--- src/rtl/cmos_gray_window_packer.sv ---
// Crops a window from the 8-bit CMOS gray stream and packs 4 pixels per word.
// Frame start/done/error pulses, sticky overflow and a completed-frame count.
module cmos_gray_window_packer #(
    parameter int X_START    = 0,
    parameter int Y_START    = 0,
    parameter int WIN_WIDTH  = 640,
    parameter int WIN_HEIGHT = 480
) (
    input  logic        i_cmos_pclk,
    input  logic        i_rst_n,
    input  logic        i_enable,
    input  logic        i_frame_vsync,
    input  logic        i_frame_href,
    input  logic [7:0]  i_frame_data,
    input  logic        i_fifo_afull,
    input  logic        i_ovf_clr,
    output logic        o_wr_en,
    output logic [31:0] o_wr_data,
    output logic        o_frame_start,
    output logic        o_frame_done,
    output logic        o_frame_err,
    output logic        o_overflow,
    output logic [15:0] o_frame_cnt
);

    typedef enum logic [1:0] {
        IDLE,
        WAIT_VS,
        CAPTURE,
        DROP
    } state_t;

    localparam logic [31:0] X_LO = 32'(X_START);
    localparam logic [31:0] X_HI = 32'(X_START + WIN_WIDTH);
    localparam logic [31:0] Y_LO = 32'(Y_START);
    localparam logic [31:0] Y_HI = 32'(Y_START + WIN_HEIGHT);

    state_t      state;
    logic        vs_prev;
    logic        href_prev;
    logic [11:0] col;
    logic [11:0] row;
    logic [1:0]  lane;
    logic [23:0] pack;

    logic        vs_rise;
    logic        vs_fall;
    logic        href_fall;
    logic        valid;
    logic        col_in;
    logic        row_in;
    logic        keep;
    logic        word_done;
    logic        rows_done;

    assign vs_rise   = i_frame_vsync & ~vs_prev;
    assign vs_fall   = ~i_frame_vsync & vs_prev;
    assign href_fall = ~i_frame_href & href_prev;
    assign valid     = i_frame_href & i_frame_vsync;

    // Window membership uses 32-bit compares so X/Y end never wrap.
    assign col_in    = ({20'd0, col} >= X_LO) && ({20'd0, col} < X_HI);
    assign row_in    = ({20'd0, row} >= Y_LO) && ({20'd0, row} < Y_HI);
    assign rows_done = {20'd0, row} >= Y_HI;

    assign keep      = valid && col_in && row_in && (state == CAPTURE);
    assign word_done = keep && (lane == 2'd3);

    // Previous samples of vsync/href for same-cycle edge detection.
    always_ff @(posedge i_cmos_pclk or negedge i_rst_n) begin
        if (!i_rst_n) begin
            vs_prev   <= 1'b0;
            href_prev <= 1'b0;
        end else begin
            vs_prev   <= i_frame_vsync;
            href_prev <= i_frame_href;
        end
    end

    // Column and row position of the current sample within the frame.
    always_ff @(posedge i_cmos_pclk or negedge i_rst_n) begin
        if (!i_rst_n) begin
            col <= 12'd0;
            row <= 12'd0;
        end else begin
            if (!i_frame_href) begin
                col <= 12'd0;
            end else if (valid) begin
                col <= col + 12'd1;
            end
            if (vs_rise) begin
                row <= 12'd0;
            end else if (href_fall && i_frame_vsync) begin
                row <= row + 12'd1;
            end
        end
    end

    // Lane index and the three lower lanes of the word being assembled.
    always_ff @(posedge i_cmos_pclk or negedge i_rst_n) begin
        if (!i_rst_n) begin
            lane <= 2'd0;
            pack <= 24'd0;
        end else if (vs_rise || href_fall) begin
            lane <= 2'd0;
        end else if (keep) begin
            lane <= lane + 2'd1;
            case (lane)
                2'd0:    pack[7:0]   <= i_frame_data;
                2'd1:    pack[15:8]  <= i_frame_data;
                2'd2:    pack[23:16] <= i_frame_data;
                default: pack        <= pack;
            endcase
        end
    end

    // Frame FSM with registered write strobe, pulses, overflow and count.
    always_ff @(posedge i_cmos_pclk or negedge i_rst_n) begin
        if (!i_rst_n) begin
            state         <= IDLE;
            o_wr_en       <= 1'b0;
            o_wr_data     <= 32'd0;
            o_frame_start <= 1'b0;
            o_frame_done  <= 1'b0;
            o_frame_err   <= 1'b0;
            o_overflow    <= 1'b0;
            o_frame_cnt   <= 16'd0;
        end else begin
            o_wr_en       <= 1'b0;
            o_frame_start <= 1'b0;
            o_frame_done  <= 1'b0;
            o_frame_err   <= 1'b0;
            if (i_ovf_clr) begin
                o_overflow <= 1'b0;
            end
            case (state)
                IDLE: begin
                    if (!i_frame_vsync) begin
                        state <= WAIT_VS;
                    end
                end
                WAIT_VS: begin
                    if (vs_rise && i_enable) begin
                        state         <= CAPTURE;
                        o_frame_start <= 1'b1;
                    end
                end
                CAPTURE: begin
                    if (vs_fall) begin
                        state <= WAIT_VS;
                        if (rows_done) begin
                            o_frame_done <= 1'b1;
                            o_frame_cnt  <= o_frame_cnt + 16'd1;
                        end else begin
                            o_frame_err <= 1'b1;
                        end
                    end else if (word_done) begin
                        if (i_fifo_afull) begin
                            o_overflow <= 1'b1;
                            state      <= DROP;
                        end else begin
                            o_wr_en   <= 1'b1;
                            o_wr_data <= {i_frame_data, pack};
                        end
                    end
                end
                DROP: begin
                    if (vs_fall) begin
                        o_frame_err <= 1'b1;
                        state       <= WAIT_VS;
                    end
                end
                default: begin
                    state <= IDLE;
                end
            endcase
        end
    end

endmodule

--- config.mk ---
export PLATFORM = sky130hd
export DESIGN_NAME = cmos_gray_window_packer
export DESIGN_NICKNAME = d
export VERILOG_FILES = /design/src/rtl/cmos_gray_window_packer.sv
export SDC_FILE = /design/constraint.sdc
export NUM_CORES = 1
export LEC_CHECK = 0
export ABC_AREA = 1
export BUFFER_PORTS_ARGS = -buffer_cell sky130_fd_sc_hd__buf_4
export CELL_PAD_IN_SITES_DETAIL_PLACEMENT = 1
export CELL_PAD_IN_SITES_GLOBAL_PLACEMENT = 1
export CORE_ASPECT_RATIO = 1.75
export CORE_MARGIN = 5
export CORE_UTILIZATION = 39
export DETAILED_ROUTE_END_ITERATION = 8
export PLACE_DENSITY_LB_ADDON = 0.25
export SETUP_SLACK_MARGIN = 0.4
export SYNTH_ARGS = -nofsm -noshare
export SYNTH_HDL_FRONTEND = slang
export SYNTH_SLANG_ARGS = --single-unit
--- constraint.sdc ---
create_clock -name i_cmos_pclk -period 1.6 [get_ports i_cmos_pclk]
set_input_delay 0.24 -clock i_cmos_pclk [delete_from_list [all_inputs] [get_ports i_cmos_pclk]]
set_output_delay 0.24 -clock i_cmos_pclk [all_outputs]
set_load 0.02 [all_outputs]
==> reports/metrics.json <==
{
  "globalplace.congestion": 0.8585,
  "stdcell_count": 885,
  "synth_async_sr_flop_share_pct": 100.0,
  "area_growth_syn_to_layout_pct": 63.54,
  "pin_count": 68,
  "worstMarginPinSlew_ns": 0.5152,
  "slew_headroom_pct": 65.66,
  "ys.flop_type": "sky130_fd_sc_hd__dfrtp_1",
  "first_iter_violations": 193,
  "synth.top_cells.by_count": "sky130_fd_sc_hd__nand2_1, sky130_fd_sc_hd__dfrtp_1, sky130_fd_sc_hd__inv_1",
  "floorplan.die_area_sq_um": 14830,
  "timing.hold.ws_ns": 0.03944,
  "grt_max_degree": 70,
  "grt.total_usage_pct": 22.85,
  "setup_ws_ns": -0.1644,
  "syn_nets": 582,
  "synthesis.area_sq_um": 4842,
  "yosysUniqueCellTypes": 29,
  "xor_xnor_share_of_the_synthesized_area_pct": 2.713,
  "critPathBufInv": 3,
  "worstSetupEndpointType": "flop",
  "arrival_ns": 2.03,
  "peak_vdd_ir_uv": 568.8,
  "yosys.area.top_type_share_pct": 55.30,
  "grt_pass1_vias": 4959,
  "via_per_inst": 5.332,
  "initial_core_util_pct": 39.38,
  "antenna_left": 0,
  "synth-edff-count": 0,
  "max_stage_delay_ns": 0.42,
  "crit_chain": "inv_2, nand2_2, nor2_4, nand3_4, buf_12, nor3_4, buf_12, nand2_4, o21ai_1",
  "most_repeated_library_cell_on_the_critical_path": "sky130_fd_sc_hd__buf_12",
  "cts_max_path_buffers": 2,
  "post_synth_mux_area_share_pct": 0,
  "crit_path_max_fanout": 8,
  "worst_skew_pair.late_latency_ns": 0.37,
  "place.detailed.hpwl_um": 9182,
  "post-route-cell-area_sq_um": 7919,
  "clock_tree.root_cell": "sky130_fd_sc_hd__clkbuf_16",
  "first_pass_iters": 4,
  "grt_pass1_wl_um": 25780,
  "setup_viol": 60,
  "post-place-cells": 793,
  "worstHoldPathType": "primary input to flop",
  "totalNegativeSetupSlack_ns": -4.761,
  "synthSimpleGateAreaFrac_pct": 24.73,
  "synth_top_family_by_area": "simple AND/OR/NAND/NOR gates",
  "num_antenna_cells": 0,
  "synth_adder_area_share_pct": 3.359,
  "final_min_period_over_clock_period_pct": 110.3,
  "cellPowerDensity_nw_per_um2": 870.3,
  "setup.worst_path.start_class": "flop",
  "antenna_found_initial": 0,
  "cap_viol_max_count": 0,
  "vias_after_detailed_routing": 4719,
  "finalMaxSlewViolations": 0,
  "rows": 54,
  "synth.top_cells.by_area": "sky130_fd_sc_hd__dfrtp_1, sky130_fd_sc_hd__nand2_1, sky130_fd_sc_hd__inv_1",
  "floorplan.core_area_sq_um": 12300,
  "clock-sinks": 107,
  "detailed_place.area_sq_um": 5756,
  "dieWidth_um": 94.23,
  "cpMaxStageDelayCell": "sky130_fd_sc_hd__dfrtp_1",
  "drcViolationCount": 0,
  "io_buf_count": 67,
  "most_repeated_cell_in_the_gate_level_netlist_after_synthesis": "sky130_fd_sc_hd__nand2_1",
  "clkSlewWorstSetupHoldPaths_ns": 0.08,
  "synthesis.area_per_instance_sq_um": 8.740,
  "timing.critical_path.required_ns": 1.86,
  "synth_compound_gate_area_share_pct": 7.442,
  "number_of_standard_cells_after_synthesis": 554,
  "drive_gt1_share_pct": 54.53,
  "hold_viol": 0,
  "overall_power_w": 0.006892,
  "cts_inserted_buffers": 9,
  "wl_um": 20270,
  "globalRoute.totalOverflow": 0,
  "layout_min_cycle_time_ns": 1.764,
  "fin_skew_ns": 0.01696,
  "vertical_extent_of_the_die_um": 157.4,
  "run_status": "finished, violations left",
  "cts.htree.levels": 3,
  "synth.largest_area_cell": "sky130_fd_sc_hd__dfrtp_1",
  "clock_tree_from_tritoncts": "done",
  "maxClockFrequency_mhz": 566.8,
  "crit_family": "simple AND/OR/NAND/NOR gates",
  "leakage_nw": 3.885,
  "synthesis.yosys.warnings": 0,
  "synth_sequential_area_ratio_pct": 55.30,
  "synth-seq-cells": 107,
  "final_net_count": 740,
  "start_to_end_type_of_the_worst_setup_path": "flop to flop",
  "route.detailed.wl_per_inst_um": 22.90,
  "violations_in_the_final_reports": "negative setup slack",
  "grt_setup_unrepaired": "yes"
}
==> cells in the final DEF (no fill, tap or decap), types with 13 or more instances in the layout <==
master and n:
sky130_fd_sc_hd__nand2_2 50, sky130_fd_sc_hd__nand2_4 42, sky130_fd_sc_hd__inv_2 15, sky130_fd_sc_hd__dfrtp_1 95, sky130_fd_sc_hd__buf_6 32, sky130_fd_sc_hd__o21ai_1 22, sky130_fd_sc_hd__o21ai_2 27, sky130_fd_sc_hd__buf_4 106
sky130_fd_sc_hd__nand2_1 88, sky130_fd_sc_hd__nor2_4 13, sky130_fd_sc_hd__inv_1 42, sky130_fd_sc_hd__nand3_1 14, sky130_fd_sc_hd__nor2_1 16
==> per-stage QoR <==
stage | utilization, % | setup slack [ns]
floorplan | - | 0.05771
finish | 64.40 | -0.1644
global placement | 46.81 | 0.01827
detailed placement | 46.81 | -0.08903
global route | 64.40 | -0.2349
CTS | 56.27 | 0.03344
==> area by class of cell <==
type	instances	area, sq um
fillers	1290	4378
multi-input cells	376	2893
flip-flops and latches	107	2693
repair buffers	155	1536
inverters	61	254.0
clock buffers	10	239.0
well taps	168	210.2
clock inverters	6	66.31
repair inverters	2	27.53
==> metal layers <==
layer | vias to the layer above | routed length (um) | share of wire [%] | track usage [%]
li1 | 2090 | - | - | -
met1 | 2410 | 7157 | 35 | 23.93
met2 | 152 | 11370 | 56 | 42.72
met3 | 67 | 636 | 3.1 | 3.682
met4 | 0 | 1107 | 5.5 | 12.19
met5 | - | 0 | 0 | 0
==> report_power, final <==
group | leakage (nW) | internal (W) | switching (W)
sequential | 1.43 | 0.00290 | 0.000206
combinational | 2.30 | 0.000619 | 0.000823
clock | 0.148 | 0.00116 | 0.00119
total | 3.89 | 0.00467 | 0.00222
==> cell families after synthesis <==
logic type	Yosys count
and+or+nand+nor	276
DFF	107
buffers and inverters	75
AOI/OAI and AO/OA	68
xor gates and xnor gates	15
adders and majority gates	13
==> repair_timing <==
action | 4_1_cts | 5_1_grt
setup buffers | 36 | 25
hold endpoints to repair | 96 | 0
setup endpoints to repair | 108 | 125
pin swaps | 31 | 43
gates resized for setup | 124 | 193
hold buffers | 1 | 0
cloned | 8 | 6
==> registers in the layout (all words and copies together) (netlist names) <==
name and cells:
o_wr_data 32, pack 24, o_frame_cnt 16, col 12
row 12, lane 2, state 2, href_prev 1
o_frame_done 1, o_frame_err 1, o_frame_start 1, o_overflow 1
o_wr_en 1, vs_prev 1
==> worst paths after layout <==
check / start / endpoint / slack [ns] / cells past startpoint
setup / recovery: row[11] / pack[21] / -0.16 / 9
hold / removal: i_ovf_clr / o_overflow / 0.04 / 2
setup reg to reg: row[11] / pack[21] / -0.16 / 9
hold reg to reg: pack[2] / o_wr_data[2] / 0.50 / 2
max in group asynchronous: i_rst_n / col[2] / 0.70 / 3
min in group asynchronous: i_rst_n / row[4] / 0.21 / 2
Note: power is estimated with default switching activity, not from simulation.
